File: src/rtl/act_collector.sv
// Bias-add, saturate and ReLU/leaky-ReLU each accumulated sum into a result
// bank, then stream the full bank downstream over a valid/ready handshake.
module act_collector #(
    parameter int DATA_W      = 16,
    parameter int N_NEURON    = 8,
    parameter int LEAKY_SHIFT = 3
) (
    input  logic              clk,
    input  logic              rst,
    input  logic [DATA_W-1:0] sum_in,
    input  logic              sum_valid,
    input  logic [DATA_W-1:0] bias_in,
    input  logic              act_sel,
    output logic [DATA_W-1:0] out_data,
    output logic              out_valid,
    input  logic              out_ready,
    output logic              out_last,
    output logic              busy,
    output logic              sat_flag,
    output logic              drop_flag
);

    localparam int IDX_W = $clog2(N_NEURON);
    localparam logic [IDX_W-1:0] LAST = IDX_W'(N_NEURON - 1);

    typedef enum logic {
        COLLECT,
        DRAIN
    } state_t;

    state_t                   state;
    logic [IDX_W-1:0]         wr_idx;
    logic [IDX_W-1:0]         rd_idx;
    logic [DATA_W-1:0]        bank [N_NEURON];

    logic [DATA_W:0]          s_ext;
    logic                     sat_hit;
    logic signed [DATA_W-1:0] s_sat;
    logic [DATA_W-1:0]        act_val;

    // One extra bit catches overflow; the top two bits differ only when clipped.
    always_comb begin
        s_ext   = {sum_in[DATA_W-1], sum_in} + {bias_in[DATA_W-1], bias_in};
        sat_hit = s_ext[DATA_W] ^ s_ext[DATA_W-1];
        s_sat   = s_ext[DATA_W-1:0];
        if (sat_hit) begin
            s_sat = s_ext[DATA_W] ? {1'b1, {(DATA_W-1){1'b0}}}
                                  : {1'b0, {(DATA_W-1){1'b1}}};
        end
        act_val = s_sat;
        if (s_sat[DATA_W-1]) begin
            act_val = act_sel ? DATA_W'(s_sat >>> LEAKY_SHIFT) : '0;
        end
    end

    always_ff @(posedge clk) begin
        if (rst) begin
            state     <= COLLECT;
            wr_idx    <= '0;
            rd_idx    <= '0;
            sat_flag  <= 1'b0;
            drop_flag <= 1'b0;
            for (int i = 0; i < N_NEURON; i++) begin
                bank[i] <= '0;
            end
        end else begin
            unique case (state)
                COLLECT: begin
                    if (sum_valid) begin
                        bank[wr_idx] <= act_val;
                        if (sat_hit) begin
                            sat_flag <= 1'b1;
                        end
                        if (wr_idx == LAST) begin
                            wr_idx <= '0;
                            state  <= DRAIN;
                        end else begin
                            wr_idx <= wr_idx + IDX_W'(1);
                        end
                    end
                end
                DRAIN: begin
                    if (sum_valid) begin
                        drop_flag <= 1'b1;
                    end
                    if (out_ready) begin
                        if (rd_idx == LAST) begin
                            rd_idx <= '0;
                            state  <= COLLECT;
                        end else begin
                            rd_idx <= rd_idx + IDX_W'(1);
                        end
                    end
                end
                default: state <= COLLECT;
            endcase
        end
    end

    assign out_valid = (state == DRAIN);
    assign busy      = out_valid;
    assign out_data  = bank[rd_idx];
    assign out_last  = out_valid && (rd_idx == LAST);

endmodule
File: config.mk
export PLATFORM = sky130hd
export DESIGN_NAME = act_collector
export DESIGN_NICKNAME = d
export VERILOG_FILES = /design/src/rtl/act_collector.sv
export SDC_FILE = /design/constraint.sdc
export NUM_CORES = 1
export LEC_CHECK = 0
export BUFFER_PORTS_ARGS = -buffer_cell sky130_fd_sc_hd__buf_2
export CAP_MARGIN = 20
export CORE_MARGIN = 5
export CORE_UTILIZATION = 45
export CTS_CLUSTER_SIZE = 8
export DETAILED_ROUTE_END_ITERATION = 16
export PLACE_DENSITY = 0.62
export SYNTH_ARGS = -nofsm -noshare
export SYNTH_HDL_FRONTEND = slang
export SYNTH_SLANG_ARGS = --single-unit
File: constraint.sdc
create_clock -name clk -period 3.4 [get_ports clk]
set_clock_uncertainty 0.05 [all_clocks]
set_input_delay 0.85 -clock clk [delete_from_list [all_inputs] [get_ports clk]]
set_output_delay 0.85 -clock clk [all_outputs]
set_load 0.02 [all_outputs]
# After elaboration in Yosys (flattened, before gate mapping)
# Memories as Yosys holds them, arrays and structs flattened. A register that Yosys moved wholly into a read port is not among the register bits.
# Cells that the tools add are included.
totals:
  ramBits: 128
  input_bits: 37
  elab_cells: 41
  output_inout_bits: 21
  regBits: 9
  memories: 1
mem_list:
  columns: ["name", "words", "word_bits", "read_ports", "rd_ports_with_merged_regs", "wr", "line_no", "text"]
  rows:
  - ["bank", 8, 16, 1, 1, 8, "34", "logic [DATA_W-1:0] bank [N_NEURON];"]
op_classes:
  mux: 22
  add_sub_neg: 3
  reduce_logical: 6
  n_eq_ne: 2
  bitwise_logic: 2
ops:
  columns: ["cell", "n"]
  rows:
  - ["$mux W16", 5]
  - ["$add A16 B16 Y17", 1]
  - ["$reduce_or A16 Y1", 1]
  - ["$mux W3", 5]
  - ["$mux W1", 11]
  - ["$add A3 B1 Y3 const B", 2]
  - ["$eq A3 B3 Y1 const B", 2]
  - ["$reduce_and A2 Y1", 3]
  - ["$reduce_and A3 Y1", 1]
  - ["$pmux W1 S2", 1]
  - ["$logic_and A1 B1 Y1", 1]
  - ["$not A1 Y1", 1]
  - ["$xor A1 B1 Y1", 1]

# Longest topological paths before layout
# Gate-level depths: netlist of run 1.
depth:
  depth_word: 6
  mapped_depth: 11
  mapped_depth_nobuf: 10

# Worst setup path after synthesis of run 1
# OpenSTA, ideal clock, no wires.
synth_timing:
  kind: "input to register"
  from: "input port sum_in[0]"
  to: "memory bank[0][13], data pin"
  stages: 11
  setup_ps: 269
  n_path_buf: 1
  t_arrival_ps: 3286
  required_ps: 3081
  setup_slack_ps: -205
  path_cell_list: "ha_1 > inv_1 > fa_1 > nand2b_1 > a21oi_1 > o21a_1 > o311ai_0 > a21oi_1 > clkbuf_1 > nor3b_2 > nor2_1"
synth_lines:
  columns: ["item", "line_no", "text"]
  rows:
  - ["start, declared", "10", "input logic [DATA_W-1:0] sum_in,"]
  - ["end, declared", "34", null]

==> summary.md, run 1 <==
| Metric | Value |
|---|---|
| Initial antenna violation count | `0` |
| Register area share after synthesis | `57.33%` |
| Ratio of cells with drive above 1 in the final layout | `30.23%` |
| F_max | `0.3118 GHz` |
| Unrepaired setup endpoints after global routing | `no` |
| Register area | `4085 sq um` |
| CTS Sinks | `140` |
| Most common cell after layout, fill and taps aside | `nor2_1` |
| Total wire length | `17.34 mm` |
| Vias | `5078` |
| Type of the worst setup path | `input port to register` |
| Worst Tran Pin Value | `0.5598 ns` |
| DIE WIDTH | `135.8 um` |
| Most frequent cells in the layout | `136 x nor2_1, 128 x edfxtp_1, 64 x buf_4, 57 x buf_2, 32 x mux4_2` |
| TritonCTS clock tree | `built` |
| Worst rel slew slack | `62.21%` |
| Critical path's slowest cell | `o311ai_0` |
| Top_reg_cell synth | `edfxtp_1` |
| Yosys Warn Count | `0` |
| Post-CTS setup buffer count | `0` |
| # diodes | `0` |
| Synth Instances | `569` |
| I/O Buffers | `57` |
| Max incr delay on CP | `0.53 ns` |
| Clock latency on the worst-skew pair | `0.41 ns` |
| Largest net degree at the start of global routing | `33` |
| Finished Cell Area | `8757 sq um` |
| IO Pins | `58` |
| DIE AREA | `18450 sq um` |
| Cell Chain, Critical Path | `buf_2 -> ha_1 -> a21o_1 -> a211o_1 -> o21a_1 -> o311ai_0 -> a21oi_2 -> buf_12 -> a22oi_1 -> nor2_1` |
| Status | `finished clean` |
| Clk slew on worst S/H paths | `0.06 ns` |
| Area of placed instances | `8175 sq um` |
| Worst-path fanout max | `19` |
| Hold-fix buffers at CTS | `0` |
| Hold WC Path Type | `register to register` |
| Total GRT Usage | `19.86%` |
| Gr ovfl total | `0` |
| Routability Congestion | `0.8181` |
| Maximum vdd drop | `366.8 uV` |
| # setup viols final | `0` |
| Cts bufs inserted | `17` |
| CP top delay family | `compound AO/OA/AOI/OAI gates` |
| Startpoint Class | `input port` |
| EDFF count, synth | `128` |
| CP Capture Type | `register` |
| Layout fillers | `1310` |
| First-pass GRT wire length | `27.86 mm` |
| Final hold violations | `0` |
| Detailed Place HPWL | `11.58 mm` |
| Yosys top cell area share | `53.96%` |
| Final min period | `3.207 ns` |
| Mapped cell area | `7123 sq um` |
| Vias in the first global route | `5106` |
| Register-to-register setup slack | `1.15 ns` |
| Static Leak | `3.493 nW` |
| Synth cell types | `50` |
| Die H | `135.8 um` |
| Max cap viols | `0` |
| Area leader, netlist | `edfxtp_1` |
| Multi-input logic area | `2928 sq um` |
| Pwr/cell area | `515.6 nW/um^2` |
| Crit path DAT | `3.29 ns` |
| DR vias/cell | `5.556` |
| Drt first pass iters | `5` |
| Max clock buf depth | `2` |
| Core area | `15710 sq um` |
| Root Driver | `clkbuf_16` |
| CP bufs+invs | `2` |
| Syn_area_per_cell | `12.52 sq um` |
| Required time worst endpoint | `3.49 ns` |
| Fin Setup TNS | `0 ns` |
| Syn_nets | `627` |
| Yosys reg bits | `140` |
| Period utilization | `94.32%` |
| Iter 0 DRT Violations | `522` |
| Final Power | `4.515 mW` |
| Top post-synthesis cells by area | `edfxtp_1 54%, mux4_2 10%, nor2_1 7.2%, ha_1 3.5%, dfxtp_1 3.4%` |
| Rows | `46` |
| Area Overhead vs Synth | `22.94%` |
| Slew Limit Fails | `0` |
| Routed Antenna Nets | `0` |
| H-Tree Depth | `4` |
| Initial core utilization | `45.33%` |
| Post-layout net count | `743` |
| Ys async rst share | `0%` |
| Routed wire length per instance | `18.97 um` |
| Residual DRC | `0` |
-- final timing paths --
check / start / end / cells past startpoint
worst min-delay path: sat_flag$_SDFFE_PP0P_ / sat_flag$_SDFFE_PP0P_ / 2
worst min register to register: sat_flag$_SDFFE_PP0P_ / sat_flag$_SDFFE_PP0P_ / 2
worst max-delay path: sum_in[5] / bank[7][10]$_SDFFCE_PN0P_ / 10
worst max register to register: busy$_SDFF_PP0_ / bank[5][5]$_SDFFCE_PN0P_ / 5
-- cell type report --
cell class	count	area share, %
Timing Repair Buffer	126	9.887
Multi-Input combinational cell	391	33.43
Sequential cell	140	46.65
Tap cell	216	3.086
Clock buffer	24	6.001
Clock inverter	8	0.5572
Inverter	9	0.3858
-- sequential cells by signal, summed over array words and instances (netlist names), named ones only --
register / flops
bank: 128
busy: 1
drop_flag: 1
rd_idx: 3
sat_flag: 1
wr_idx: 3
-- power breakdown --
group	internal, mW	switching (mW)	leakage, nW
logic	0.329	0.439	1.78
clock network	1.08	0.683	0.291
registers	1.96	0.0228	1.42
total	3.37	1.14	3.49
-- timing repair --
item / CTS / global route
hold endpoints to repair: 0 / 0
gates resized for setup: 0 / 2
setup endpoints to repair: 0 / 37
-- cell usage after synthesis, drive strengths merged (2+ instances only) --
master and instances:
inv 9, nor2b 4, a2111oi 4, o311ai 2, xor2 2, o22ai 3, a22oi 9, and2 2
o21a 4, buf 6, mux2 16, mux2i 2, nand2b 16, nor4b 2, a211oi 3, o21bai 12
mux4 32, o211a 2, o21ai 8, or3 2, dfxtp 12, nor3b 7, nor2 136, o211ai 3
a21boi 3, a211o 2, o31ai 2, nor3 20, ha 20, a21oi 24, nand2 14, nand3 8
edfxtp 128, clkbuf 23, and3 5, a21o 7, xnor2 5
-- layer usage --
layer	track usage, %	up-vias	wire length [um]
met5	0	-	0
met4	5.991	0	236
met3	3.109	17	1150
met2	33.60	191	8622
met1	26.62	2483	7326
li1	-	2387	-
-- logic make-up after synthesis --
family	count (synthesis)	synth area share [%]
XOR/XNOR	7	0.8607
multiplexers	50	12.93
AO/OA/AOI/OAI	94	9.029
adder cells (fa/ha/maj)	21	3.794
flip-flops	140	57.33
AND/OR/NAND/NOR	219	14.00
buffers and inverters	38	2.055
-- worst reg2reg max path, stage by stage, from the launching register on --
cell and delay, ns:
dfxtp_1 0.36, nand2b_1 0.28, nor3b_1 0.45, nand2_1 0.15
nand2b_1 0.35, buf_4 0.30
-- stage by stage --
stage               cells  setup slack, ns  hold WS [ns]  util [%]
global route          914         0.005056        0.4316     55.73
detailed placement    882          -0.2868        0.3970     52.03
floorplan             569         -0.04347        0.4047         -
global placement      882          -0.2058        0.3941     52.03
finish                914           0.1931        0.4115     55.73
CTS                   914           0.1347        0.4141     55.69
Power figures use the tool's default switching activity.
==> run 2: changes to the inputs <==
Settings changed: CTS_CLUSTER_DIAMETER from default to 30.
Clock period 3.4 ns to 2.7 ns, I/O delays scaled along.
==> run 2 against run 1 <==
  * The flow now finishes with violations (negative setup slack)
  * Combinational power grew 81%
  * Sequential cell count is the same
  * Sequential power grew 26%
  * Final cell count grew 3.8%
  * Critical path depth shrank 5
  * Register-to-register slack lost 0.52 ns
  * Worst setup slack lost 0.25 ns
  * Sequential share of layout area shrank 6.7 points
  * Global-route usage grew 2.3 points
  * Count of clock-buffer cells in the layout shrank 7
==> summary.md, run 2 (synthesis results as in run 1) <==
| Metric | Value |
|---|---|
| Status | `finished with violations` |
| Failing checks | `negative setup slack` |
| TritonCTS clock tree | `built` |
| Hold endpoint | `drop_flag$_SDFFE_PP0P_` |
| Hold Path Stages | `2` |
| Worst slack, placed | `-0.6446 ns` |
| Slew Limit Fails | `0` |
| Most common cell after layout, fill and taps aside | `edfxtp_1` |
| Unrepaired setup endpoints after global routing | `yes` |
| Worst hold slack | `0.4254 ns` |
| Register-to-register setup slack | `0.63 ns` |
| Crit path DAT | `2.03 ns` |
| Gr ovfl total | `0` |
| Routed wire length per instance | `20.70 um` |
| Hold WC Path Type | `register to register` |
| F_max | `0.3631 GHz` |
| Final hold violations | `0` |
| Most frequent cells in the layout | `128 x edfxtp_1, 107 x nor2_1, 67 x buf_4, 40 x buf_6, 35 x buf_2` |
| Final core utilization | `65.20%` |
| Max reg flops | `128` |
| Initial antenna violation count | `0` |
| CP Capture Type | `output port` |
| Max cap viols | `0` |
| Total GRT Usage | `22.18%` |
| Initial core utilization | `45.33%` |
| Largest Register | `bank` |
| Total wire length | `19.65 mm` |
| Finished Cell Area | `10240 sq um` |
| DIE AREA | `18450 sq um` |
| # diodes | `0` |
| Min-delay src | `drop_flag$_SDFFE_PP0P_` |
| Reg2reg path depth | `5` |
| Vias | `5362` |
| Routed Antenna Nets | `0` |
| Post-layout net count | `778` |
| Startpoint Class | `register` |
| Maximum vdd drop | `386.6 uV` |
| Fin Setup TNS | `-1.294 ns` |
| Die H | `135.8 um` |
| Area of placed instances | `8732 sq um` |
| Ratio of cells with drive above 1 in the final layout | `46.79%` |
| Required time worst endpoint | `1.98 ns` |
| CTS Sinks | `140` |
| Detailed Place HPWL | `12.06 mm` |
| DIE WIDTH | `135.8 um` |
| Pwr/cell area | `616.1 nW/um^2` |
| Worst-path fanout max | `8` |
| H-Tree Depth | `4` |
| Period utilization | `102.0%` |
| Vias in the first global route | `5500` |
| Reg2reg start | `busy$_SDFF_PP0_` |
| Worst Tran Pin Value | `0.4927 ns` |
| IO Pins | `58` |
| Max clock buf depth | `2` |
| Largest net degree at the start of global routing | `33` |
| FF-to-FF End | `bank[7][10]$_SDFFCE_PN0P_` |
| Final WS setup | `-0.05376 ns` |
| # setup viols final | `50` |
| Routability Congestion | `0.8780` |
| Core area | `15710 sq um` |
| Final min period | `2.754 ns` |
| Iter 0 DRT Violations | `371` |
| Root Driver | `clkbuf_16` |
| Top Registers | `bank: 128 flops, rd_idx: 3 flops, wr_idx: 3 flops` |
| Rows | `46` |
| First-pass GRT wire length | `30.48 mm` |
| Residual DRC | `0` |
| Worst rel slew slack | `66.92%` |
| Clock latency on the worst-skew pair | `0.42 ns` |
| Area Overhead vs Synth | `43.83%` |
| Drt first pass iters | `5` |
| Cts bufs inserted | `17` |
| Type of the worst setup path | `register to output port` |
| Clk slew on worst S/H paths | `0.06 ns` |
| Static Leak | `3.907 nW` |
| DR vias/cell | `5.650` |
| Hold-fix buffers at CTS | `0` |
| I/O Buffers | `57` |
## run 2: report_power, final
| part | internal (mW) | switching (mW) |
|---|---|---|
| combinational | 0.665 | 0.726 |
| clock | 1.54 | 0.884 |
| sequential | 2.47 | 0.0297 |
## run 2: final cells by class
type / count / area (sq um)
inverter: 9 / 33.78
clock buffer: 17 / 425.4
clock inverter: 15 / 196.4
fill: 1114 / 5468
multi-input combinational: 391 / 3692
timing repair buffer: 161 / 1539
sequential: 140 / 4088
tap: 216 / 270.3
## run 2: critical path: stages, from the launching register on
cell	delay [ns]
dfxtp_4	0.40
buf_6	0.12
buf_16	0.14
mux4_2	0.51
mux2_4	0.30
buf_6	0.13
## run 2: how the worst max path moves through the flow
stage,end,slack (ns),cells past startpoint
finish,out_data[1],-0.05,5
global route,bank[6][8]$_SDFFCE_PN0P_,-0.14,11
CTS,out_data[0],-0.08,5
detailed placement,bank[1][10]$_SDFFCE_PN0P_,-0.64,12
global placement,bank[6][10]$_SDFFCE_PN0P_,-0.64,11
floorplan,bank[0][11]$_SDFFCE_PN0P_,-0.26,8
## run 2: repair_timing
action | 4_1_cts | 5_1_grt
setup buffers | 10 | 13
endpoints found under the hold margin | 0 | 0
endpoints found under the setup margin | 134 | 145
gates resized for setup | 90 | 84
gates cloned | 4 | 0
pin swaps | 14 | 29
## run 2: through the flow
step                      total power, mW  std cells
after CTS                           6.206        946
final                               6.312        949
after detailed placement            3.655        901
after global placement              3.627        901
after global routing                6.520        949
after floorplan                     3.179        569
## run 2: routing by layer
layer | wire length [um] | track usage (%) | part of all wire [%] | vias up
met5 | 0 | 0 | 0 | -
met4 | 429 | 8.399 | 2.2 | 0
met3 | 1350 | 3.553 | 6.9 | 40
met2 | 10160 | 38.38 | 52 | 219
met1 | 7713 | 28.17 | 39 | 2641
li1 | - | - | - | 2462
